### src/rtl/inst_fetch_unit_if.sv
`default_nettype none
// ============================================================================
// Module      : inst_fetch_unit_if
// Description : Instruction-memory and decode handshake bundle for the fetch
//               front end.
// Revision    : 1.0 - initial release
// ============================================================================
interface inst_fetch_unit_if #(
    parameter int INST_WIDTH      = 32,
    parameter int INST_ADDR_WIDTH = 7
);
    logic                       mem_request;
    logic [INST_ADDR_WIDTH-1:0] mem_addr;
    logic                       mem_valid;
    logic [INST_WIDTH-1:0]      mem_inst;
    logic                       id_valid;
    logic [INST_WIDTH-1:0]      id_inst;
    logic [INST_ADDR_WIDTH-1:0] id_pc;
    logic                       id_ready;

    // master = fetch unit, slave = memory/decode side
    modport master (
        output mem_request, mem_addr, id_valid, id_inst, id_pc,
        input  mem_valid, mem_inst, id_ready
    );
    modport slave (
        input  mem_request, mem_addr, id_valid, id_inst, id_pc,
        output mem_valid, mem_inst, id_ready
    );
endinterface
`default_nettype wire

### src/rtl/inst_fetch_unit.sv
`default_nettype none
// ============================================================================
// Module      : inst_fetch_unit
// Description : PC owner, single-outstanding instruction fetch and small
//               fetch buffer feeding decode; flushed by redirects.
// Revision    : 1.0 - initial release
// ============================================================================
module inst_fetch_unit #(
    parameter int                         INST_WIDTH      = 32,
    parameter int                         INST_ADDR_WIDTH = 7,
    parameter int                         FIFO_DEPTH      = 4,
    parameter logic [INST_ADDR_WIDTH-1:0] RESET_PC        = '0
) (
    input  wire logic                       clk,
    input  wire logic                       rst_n,
    input  wire logic                       start,
    input  wire logic                       redirect_valid,
    input  wire logic [INST_ADDR_WIDTH-1:0] redirect_addr,
    inst_fetch_unit_if.master               bus
);
    localparam int c_PTR_W = $clog2(FIFO_DEPTH);
    localparam int c_CNT_W = c_PTR_W + 1;

    typedef enum logic [1:0] {
        S_IDLE  = 2'd0,
        S_REQ   = 2'd1,
        S_WAIT  = 2'd2,
        S_FLUSH = 2'd3
    } state_t;

    state_t                     r_state;
    logic [INST_ADDR_WIDTH-1:0] r_pc;
    logic [c_PTR_W-1:0]         r_wr_ptr;
    logic [c_PTR_W-1:0]         r_rd_ptr;
    logic [c_CNT_W-1:0]         r_count;
    logic [INST_WIDTH-1:0]      r_inst_mem [FIFO_DEPTH];
    logic [INST_ADDR_WIDTH-1:0] r_pc_mem   [FIFO_DEPTH];

    logic w_full;
    logic w_req;
    logic w_push;
    logic w_pop;
    logic w_id_valid;

    assign w_full     = (r_count == c_CNT_W'(FIFO_DEPTH));
    assign w_id_valid = (r_count != '0);
    assign w_req      = (r_state == S_REQ) && !w_full && !redirect_valid;
    assign w_push     = (r_state == S_WAIT) && bus.mem_valid && !redirect_valid;
    assign w_pop      = w_id_valid && bus.id_ready;

    assign bus.mem_request = w_req;
    assign bus.mem_addr    = r_pc;
    assign bus.id_valid    = w_id_valid;
    assign bus.id_inst     = w_id_valid ? r_inst_mem[r_rd_ptr] : '0;
    assign bus.id_pc       = w_id_valid ? r_pc_mem[r_rd_ptr]   : '0;

    always_ff @(posedge clk) begin
        if (!rst_n) begin
            r_state  <= S_IDLE;
            r_pc     <= RESET_PC;
            r_wr_ptr <= '0;
            r_rd_ptr <= '0;
            r_count  <= '0;
        end else if (redirect_valid) begin
            // Redirect beats push and pop; an outstanding response is either
            // dropped now or must be waited out in FLUSH.
            r_pc     <= redirect_addr;
            r_wr_ptr <= '0;
            r_rd_ptr <= '0;
            r_count  <= '0;
            case (r_state)
                S_WAIT:  r_state <= bus.mem_valid ? S_REQ : S_FLUSH;
                S_FLUSH: if (bus.mem_valid) r_state <= S_REQ;
                default: r_state <= r_state;
            endcase
        end else begin
            case (r_state)
                S_IDLE:  if (start) r_state <= S_REQ;
                S_REQ:   if (!w_full) r_state <= S_WAIT;
                S_WAIT: begin
                    if (bus.mem_valid) begin
                        r_pc    <= r_pc + INST_ADDR_WIDTH'(1);
                        r_state <= S_REQ;
                    end
                end
                S_FLUSH: if (bus.mem_valid) r_state <= S_REQ;
                default: r_state <= S_IDLE;
            endcase
            if (w_push) r_wr_ptr <= r_wr_ptr + c_PTR_W'(1);
            if (w_pop)  r_rd_ptr <= r_rd_ptr + c_PTR_W'(1);
            case ({w_push, w_pop})
                2'b10:   r_count <= r_count + c_CNT_W'(1);
                2'b01:   r_count <= r_count - c_CNT_W'(1);
                default: r_count <= r_count;
            endcase
        end
    end

    // Storage needs no reset: reads are gated by the entry count.
    always_ff @(posedge clk) begin
        if (w_push) begin
            r_inst_mem[r_wr_ptr] <= bus.mem_inst;
            r_pc_mem[r_wr_ptr]   <= r_pc;
        end
    end
endmodule
`default_nettype wire

### src/flat_wrapper.sv
// flat-port wrapper written by rule: the top's interface ports become plain ports
module inst_fetch_unit_flat 
#(
    parameter int                         INST_WIDTH      = 32,
    parameter int                         INST_ADDR_WIDTH = 7,
    parameter int                         FIFO_DEPTH      = 4,
    parameter logic [INST_ADDR_WIDTH-1:0] RESET_PC        = '0
)
  (clk, rst_n, start, redirect_valid, redirect_addr, bus_mem_request, bus_mem_addr, bus_id_valid, bus_id_inst, bus_id_pc, bus_mem_valid, bus_mem_inst, bus_id_ready);
  inst_fetch_unit_if #(.INST_WIDTH(INST_WIDTH), .INST_ADDR_WIDTH(INST_ADDR_WIDTH)) bus_i ();
  input  wire logic clk;
  input  wire logic rst_n;
  input  wire logic start;
  input  wire logic redirect_valid;
  input  wire logic [INST_ADDR_WIDTH-1:0] redirect_addr;
  output wire logic [$bits(bus_i.mem_request)-1:0] bus_mem_request;
  output wire logic [$bits(bus_i.mem_addr)-1:0] bus_mem_addr;
  output wire logic [$bits(bus_i.id_valid)-1:0] bus_id_valid;
  output wire logic [$bits(bus_i.id_inst)-1:0] bus_id_inst;
  output wire logic [$bits(bus_i.id_pc)-1:0] bus_id_pc;
  input wire logic [$bits(bus_i.mem_valid)-1:0] bus_mem_valid;
  input wire logic [$bits(bus_i.mem_inst)-1:0] bus_mem_inst;
  input wire logic [$bits(bus_i.id_ready)-1:0] bus_id_ready;
  assign bus_mem_request = bus_i.mem_request;
  assign bus_mem_addr = bus_i.mem_addr;
  assign bus_id_valid = bus_i.id_valid;
  assign bus_id_inst = bus_i.id_inst;
  assign bus_id_pc = bus_i.id_pc;
  assign bus_i.mem_valid = bus_mem_valid;
  assign bus_i.mem_inst = bus_mem_inst;
  assign bus_i.id_ready = bus_id_ready;
  inst_fetch_unit #(.INST_WIDTH(INST_WIDTH), .INST_ADDR_WIDTH(INST_ADDR_WIDTH), .FIFO_DEPTH(FIFO_DEPTH), .RESET_PC(RESET_PC)) u_core (.clk(clk), .rst_n(rst_n), .start(start), .redirect_valid(redirect_valid), .redirect_addr(redirect_addr), .bus(bus_i));
endmodule
### config.mk
export PLATFORM = sky130hd
export DESIGN_NAME = inst_fetch_unit_flat
export DESIGN_NICKNAME = d
export VERILOG_FILES = /design/src/rtl/inst_fetch_unit_if.sv /design/src/rtl/inst_fetch_unit.sv /design/src/flat_wrapper.sv
export SDC_FILE = /design/constraint.sdc
export NUM_CORES = 1
export LEC_CHECK = 0
export ABC_AREA = 1
export BUFFER_PORTS_ARGS = -buffer_cell sky130_fd_sc_hd__buf_2
export CORE_MARGIN = 2
export CORE_UTILIZATION = 62
export CTS_CLUSTER_SIZE = 24
export DETAILED_ROUTE_END_ITERATION = 6
export PLACE_DENSITY = 0.85
export SLEW_MARGIN = 20
export SYNTH_ARGS = -nofsm -noshare
export SYNTH_HDL_FRONTEND = slang
export SYNTH_SLANG_ARGS = --single-unit
### constraint.sdc
create_clock -name clk -period 8.9 [get_ports clk]
set_clock_uncertainty 0.15 [all_clocks]
set_input_delay 0.89 -clock clk [delete_from_list [all_inputs] [get_ports clk]]
set_output_delay 0.89 -clock clk [all_outputs]
set_load 0.05 [all_outputs]
# --- Word-level counts from Yosys, hierarchy flattened ---
# Memories as Yosys holds them, arrays and structs flattened. A register that Yosys moved wholly into a read port is not among the register bits.
# Cells that the tools add are included.
word_totals:
  regBits: 16
  ram_bits: 156
  in_bits: 45
  output_inout_bits: 48
  n_memories: 2
memory_table:
  columns: ["memory", "depth", "width", "rd", "rd_clocked_by_memory_dff", "wr", "line_no", "text"]
  rows:
  - ["u_core.r_inst_mem", 4, 32, 1, 1, 1, "inst_fetch_unit.sv:36", "logic [INST_WIDTH-1:0] r_inst_mem [FIFO_DEPTH];"]
  - ["u_core.r_pc_mem", 4, 7, 1, 1, 1, "inst_fetch_unit.sv:37", "logic [INST_ADDR_WIDTH-1:0] r_pc_mem [FIFO_DEPTH];"]
op_classes:
  n_addsub: 5
  eq_ne: 9
  n_mux: 19
  bitwise: 1
  n_reduce_logical: 16
ops:
  columns: ["operator", "n"]
  rows:
  - ["32-bit two-way mux", 1]
  - ["7-bit two-way mux", 4]
  - ["2-bit two-way mux", 9]
  - ["7-bit by 1-bit adder with 7-bit output (second input constant)", 1]
  - ["2-bit equality test (second input constant)", 3]
  - ["3-bit inequality test (second input constant)", 2]
  - ["2-bit case mux with 3 select lines", 1]
  - ["3-bit case mux with 2 select lines", 1]
  - ["2-bit nonzero test", 3]
  - ["1-bit logical AND", 5]
  - ["2-bit by 1-bit adder with 2-bit output (second input constant)", 2]
  - ["2-bit by 1-bit equality test with 1-bit output (second input constant)", 2]
  - ["2-bit case mux with 2 select lines", 1]
  - ["2-bit OR reduction", 2]
  - ["3-bit by 1-bit adder with 3-bit output (second input constant)", 1]
  - ["3-bit equality test (second input constant)", 1]
  - ["3-bit by 1-bit inequality test with 1-bit output (second input constant)", 1]
  - ["3-bit AND reduction", 1]
  - ["3-bit nonzero test", 1]
  - ["3-bit by 1-bit subtractor with 3-bit output (second input constant)", 1]
  - ["1-bit zero test", 2]
  - ["2-bit zero test", 1]
  - ["1-bit two-way mux", 2]
  - ["2-bit AND reduction", 1]
  - ["1-bit inverter", 1]

# --- Depth between registers and ports, before layout ---
depth:
  word_depth: 5
  ltp_mapped: 12

# --- Worst setup path after synthesis ---
# No wires, ideal clock.
synth_timing:
  path_type: "input -> register"
  startpoint: "input port bus_mem_valid"
  endpoint: "memory u_core.r_inst_mem[0][0], enable pin"
  t_arrival_ns: 2.902
  required_time_ns: 8.315
  slack_ns: 5.413
  path_stages: 4
  cell_sequence: "inv_1 nor2_2 nand2_2 nor2_1"
synth_between:
  elab_chain_len: 4
synth_rtl:
  columns: ["element", "line_no", "text"]
  rows:
  - ["from (decl)", "flat_wrapper.sv:21", "input wire logic [$bits(bus_i.mem_valid)-1:0] bus_mem_valid;"]
  - ["1-bit logical AND (2 in a row)", "inst_fetch_unit.sv:48", "assign w_push = (r_state == S_WAIT) && bus.mem_valid && !redirect_valid;"]
  - ["1-bit two-way mux", "inst_fetch_unit.sv:101", "if (w_push) begin"]
  - ["1-bit two-way mux (not written as such)", "inst_fetch_unit.sv:102", "r_inst_mem[r_wr_ptr] <= bus.mem_inst;"]
  - ["to (decl)", "inst_fetch_unit.sv:36", null]
# Every way passes these cells.

==> qor.yml <==
finish:
  antenna_cells: 0
  final_nets: 752
  ff_latch_area_um2: 5050
  syn_to_final_growth_pct: 15.9
  fillerInstances: 693
  drive_above_1_share_pct: 20.6
  multiInputGateArea_um2: 1760
clock_network:
  cts_buffer_depth: 2
  clkLatencyLatePin_ps: 420
  post_cts_buffers: 0
  cts_sinks: 174
  clk_pin_slew_ps: 70
  numCtsBuffers: 17
  tritoncts: "done"
  postCtsResizedCells: 0
  root_buffer: "clkbuf_16"
  cts_max_level: 4
  cts_hold_buf: 0
critical_path:
  crit_slowest_cell: "clkinv_2"
  worstPathCellList: "buf_4 > clkinv_2 > o21ai_0 > a21oi_1 > buf_2"
  critPathArrivalTime_ps: 3360
  crit_required_ps: 7860
  cpPeakStageDelay_ps: 980
  r2r_cells: 6
  timing_worst_setup_path_type: "reg -> out"
  startpoint_type: "flop"
  cp_max_fo: 79
  r2r_slack_ps: 6480
  end_kind: "output port"
  reg2reg_to: "u_core.r_inst_mem[1][5]$_DFFE_PP_"
  timing.rr.start: "u_core.r_state[0]$_SDFFE_PN0P_"
timing:
  slew_headroom_pct: 36.7
  max_freq_ghz: 0.227
  worst_slack_ps: 4500
  worstMarginPinSlew_ps: 948
  hold_viol_final: 0
  rsz0062_at_grt: "false"
  setup_viol: 0
  drv_slew: 0
  fin_crit_sh_pct: 49.5
  final.min_clock_period_ps: 4400
  finalSetupTns_ps: 0
power_and_ir_drop:
  p_clk_share_pct: 42.9
  ir_drop_mv: 0.143
  p_leak_uw: 0.00307
  cellPowerDensity_nw_per_um2: 204
  seqPwrFrac_pct: 53.9
  p_int_uw: 1320
  netSwitchingFraction_pct: 21.2
  p_switching_uw: 355
  comb_power_share_pct: 3.3
logic_synthesis:
  synth_nets: 666
  synth-seq-cells: 174
  synth_common_cells: "nor2_1 (175), edfxtp_1 (156), o21ai_0 (67)"
  synth_edf_count: 156
  ys.warnings.count: 0
  synth_seq_area_share_pct: 71.5
  synth.most_common_cell: "nor2_1"
  synth_area_leaders: "edfxtp_1 (66%), nor2_1 (9.3%), dfxtp_1 (5.1%)"
  mappedNetlistArea_um2: 7050
  synth_top_cell_by_area: "edfxtp_1"
  syn-instance-count: 614
  ys.flop_type: "edfxtp_1"
  avgSynthCellArea_um2: 11.5
  synth.distinct_cells: 25
  synth_top_area_share_pct: 66.4
  ys_async_sr_fraction_pct: 0
die:
  pin_count: 93
  die_y_um: 111
  die_w_um: 111
  core_um2: 11000
  num_rows: 38
  die_area_um2: 12200
  start_util_pct: 64.2
hold_path:
  whs_path_depth: 2
  min_path_type: "reg -> reg"
  hp-start: "u_core.r_rd_ptr[1]$_SDFFE_PP0P_"
grt:
  grt_pass1_vias: 4878
  grt_pass1_wl_mm: 23.3
  grt_usage_pct: 24.5
  grt_max_degree: 80
  grt-ovfl-total: 0
  antenna_found_initial: 0
placement:
  hpwl_mm: 8.57
  portBuffers: 92
  gp_congestion: 0.791
  dp_slack_ps: 5380
run:
  max_cap_violations: 0
drt:
  num_vias: 4964
  drc: 0
  drtIter0Drc: 490
  routedWlPerCell_um: 17.4
  drt_pass1_iterations: 5
  drt-total-wl_mm: 14.8
  ant_nets: 0
  via_per_inst: 5.82
run_status:
  status: "finished, final reports clean"
==> area by class of cell <==
type / count / share of cell area, %
Sequential cell: 174 / 61.8
Clock buffer: 19 / 5.54
Multi-Input combinational cell: 380 / 21.5
Inverter: 30 / 1.39
Timing Repair Buffer: 97 / 6.09
Clock inverter: 13 / 1.55
Tap cell: 140 / 2.14
==> power by group through the flow <==
| stage | clock (uW) | sequential (uW) | combinational (uW) |
|---|---|---|---|
| 3_5_place_dp | 0 | 917 | 54.0 |
| 5_1_grt | 752 | 900 | 59.9 |
| 4_1_cts | 722 | 899 | 54.4 |
| 2_1_floorplan | 0 | 922 | 24.0 |
| 6_report | 716 | 899 | 54.8 |
| 3_3_place_gp | 0 | 917 | 51.4 |
==> through the flow <==
stage	std cells	power, uW	util [%]	area [um2]	hold slack (ps)
finish	853	1670	74.4	8170	338
detailed placement	821	971	69.1	7590	312
floorplan	614	946	-	7050	283
CTS	853	1680	74.4	8170	335
global route	853	1710	74.4	8170	370
global placement	821	968	69.1	7590	290
==> worst max-delay path, delay by kind of cell (launching register included) <==
family	cells	cell delay, ps
compound gates	2	700
flops	1	320
buf+inv	3	1840
==> logic make-up after synthesis <==
family                   after synthesis  share of synthesized area, %
buffers and inverters                 60                          3.97
AO/OA/AOI/OAI                        143                          10.3
flip-flops                           174                          71.5
adder cells (fa/ha/maj)                7                          1.35
XOR/XNOR                               1                         0.124
AND/OR/NAND/NOR                      229                          12.7
==> layer usage <==
| layer | share of wire [%] | wire length (um) | track usage, % | vias to the layer above |
|---|---|---|---|---|
| met1 | 39 | 5710 | 29.6 | 2381 |
| li1 | - | - | - | 2305 |
| met2 | 52 | 7690 | 41.5 | 251 |
| met4 | 1.6 | 239 | 10.1 | 0 |
| met5 | 0 | 0 | 0 | - |
| met3 | 7.8 | 1150 | 7.05 | 27 |
==> state kept, by name, indices dropped and copies added, names as in the netlist, named ones only <==
register	flops
u_core.bus.mem_addr	7
u_core.r_count	3
u_core.r_inst_mem	128
u_core.r_pc_mem	28
u_core.r_rd_ptr	2
u_core.r_state	2
u_core.r_wr_ptr	2
==> how the worst max path moves through the flow <==
stage | startpoint | end | slack (ps) | depth (start not counted)
after floorplan | bus_mem_valid | u_core.r_inst_mem[0][0]$_DFFE_PP_ | 5410 | 4
after global placement | flop | bus_id_inst[26] | 5480 | 5
after detailed placement | flop | bus_id_inst[26] | 5380 | 5
after CTS | flop | bus_id_pc[6] | 4950 | 5
after global routing | flop | bus_id_pc[6] | 4210 | 5
final | flop | bus_id_inst[26] | 4500 | 5
==> cell usage in the layout (no fill, tap or decap), drive strengths merged <==
master  count
nor2      178
a31oi       2
clkbuf     19
nor3        5
dfxtp      18
clkinv      6
xnor2       1
nand3      10
nand2      35
inv        36
edfxtp    156
nand4       1
o21ai      87
a211oi      2
buf        97
ha          6
a21oi      51
bufinv      1
fa          1
o21bai      1
No activity file was read; power rests on OpenSTA's default activity.
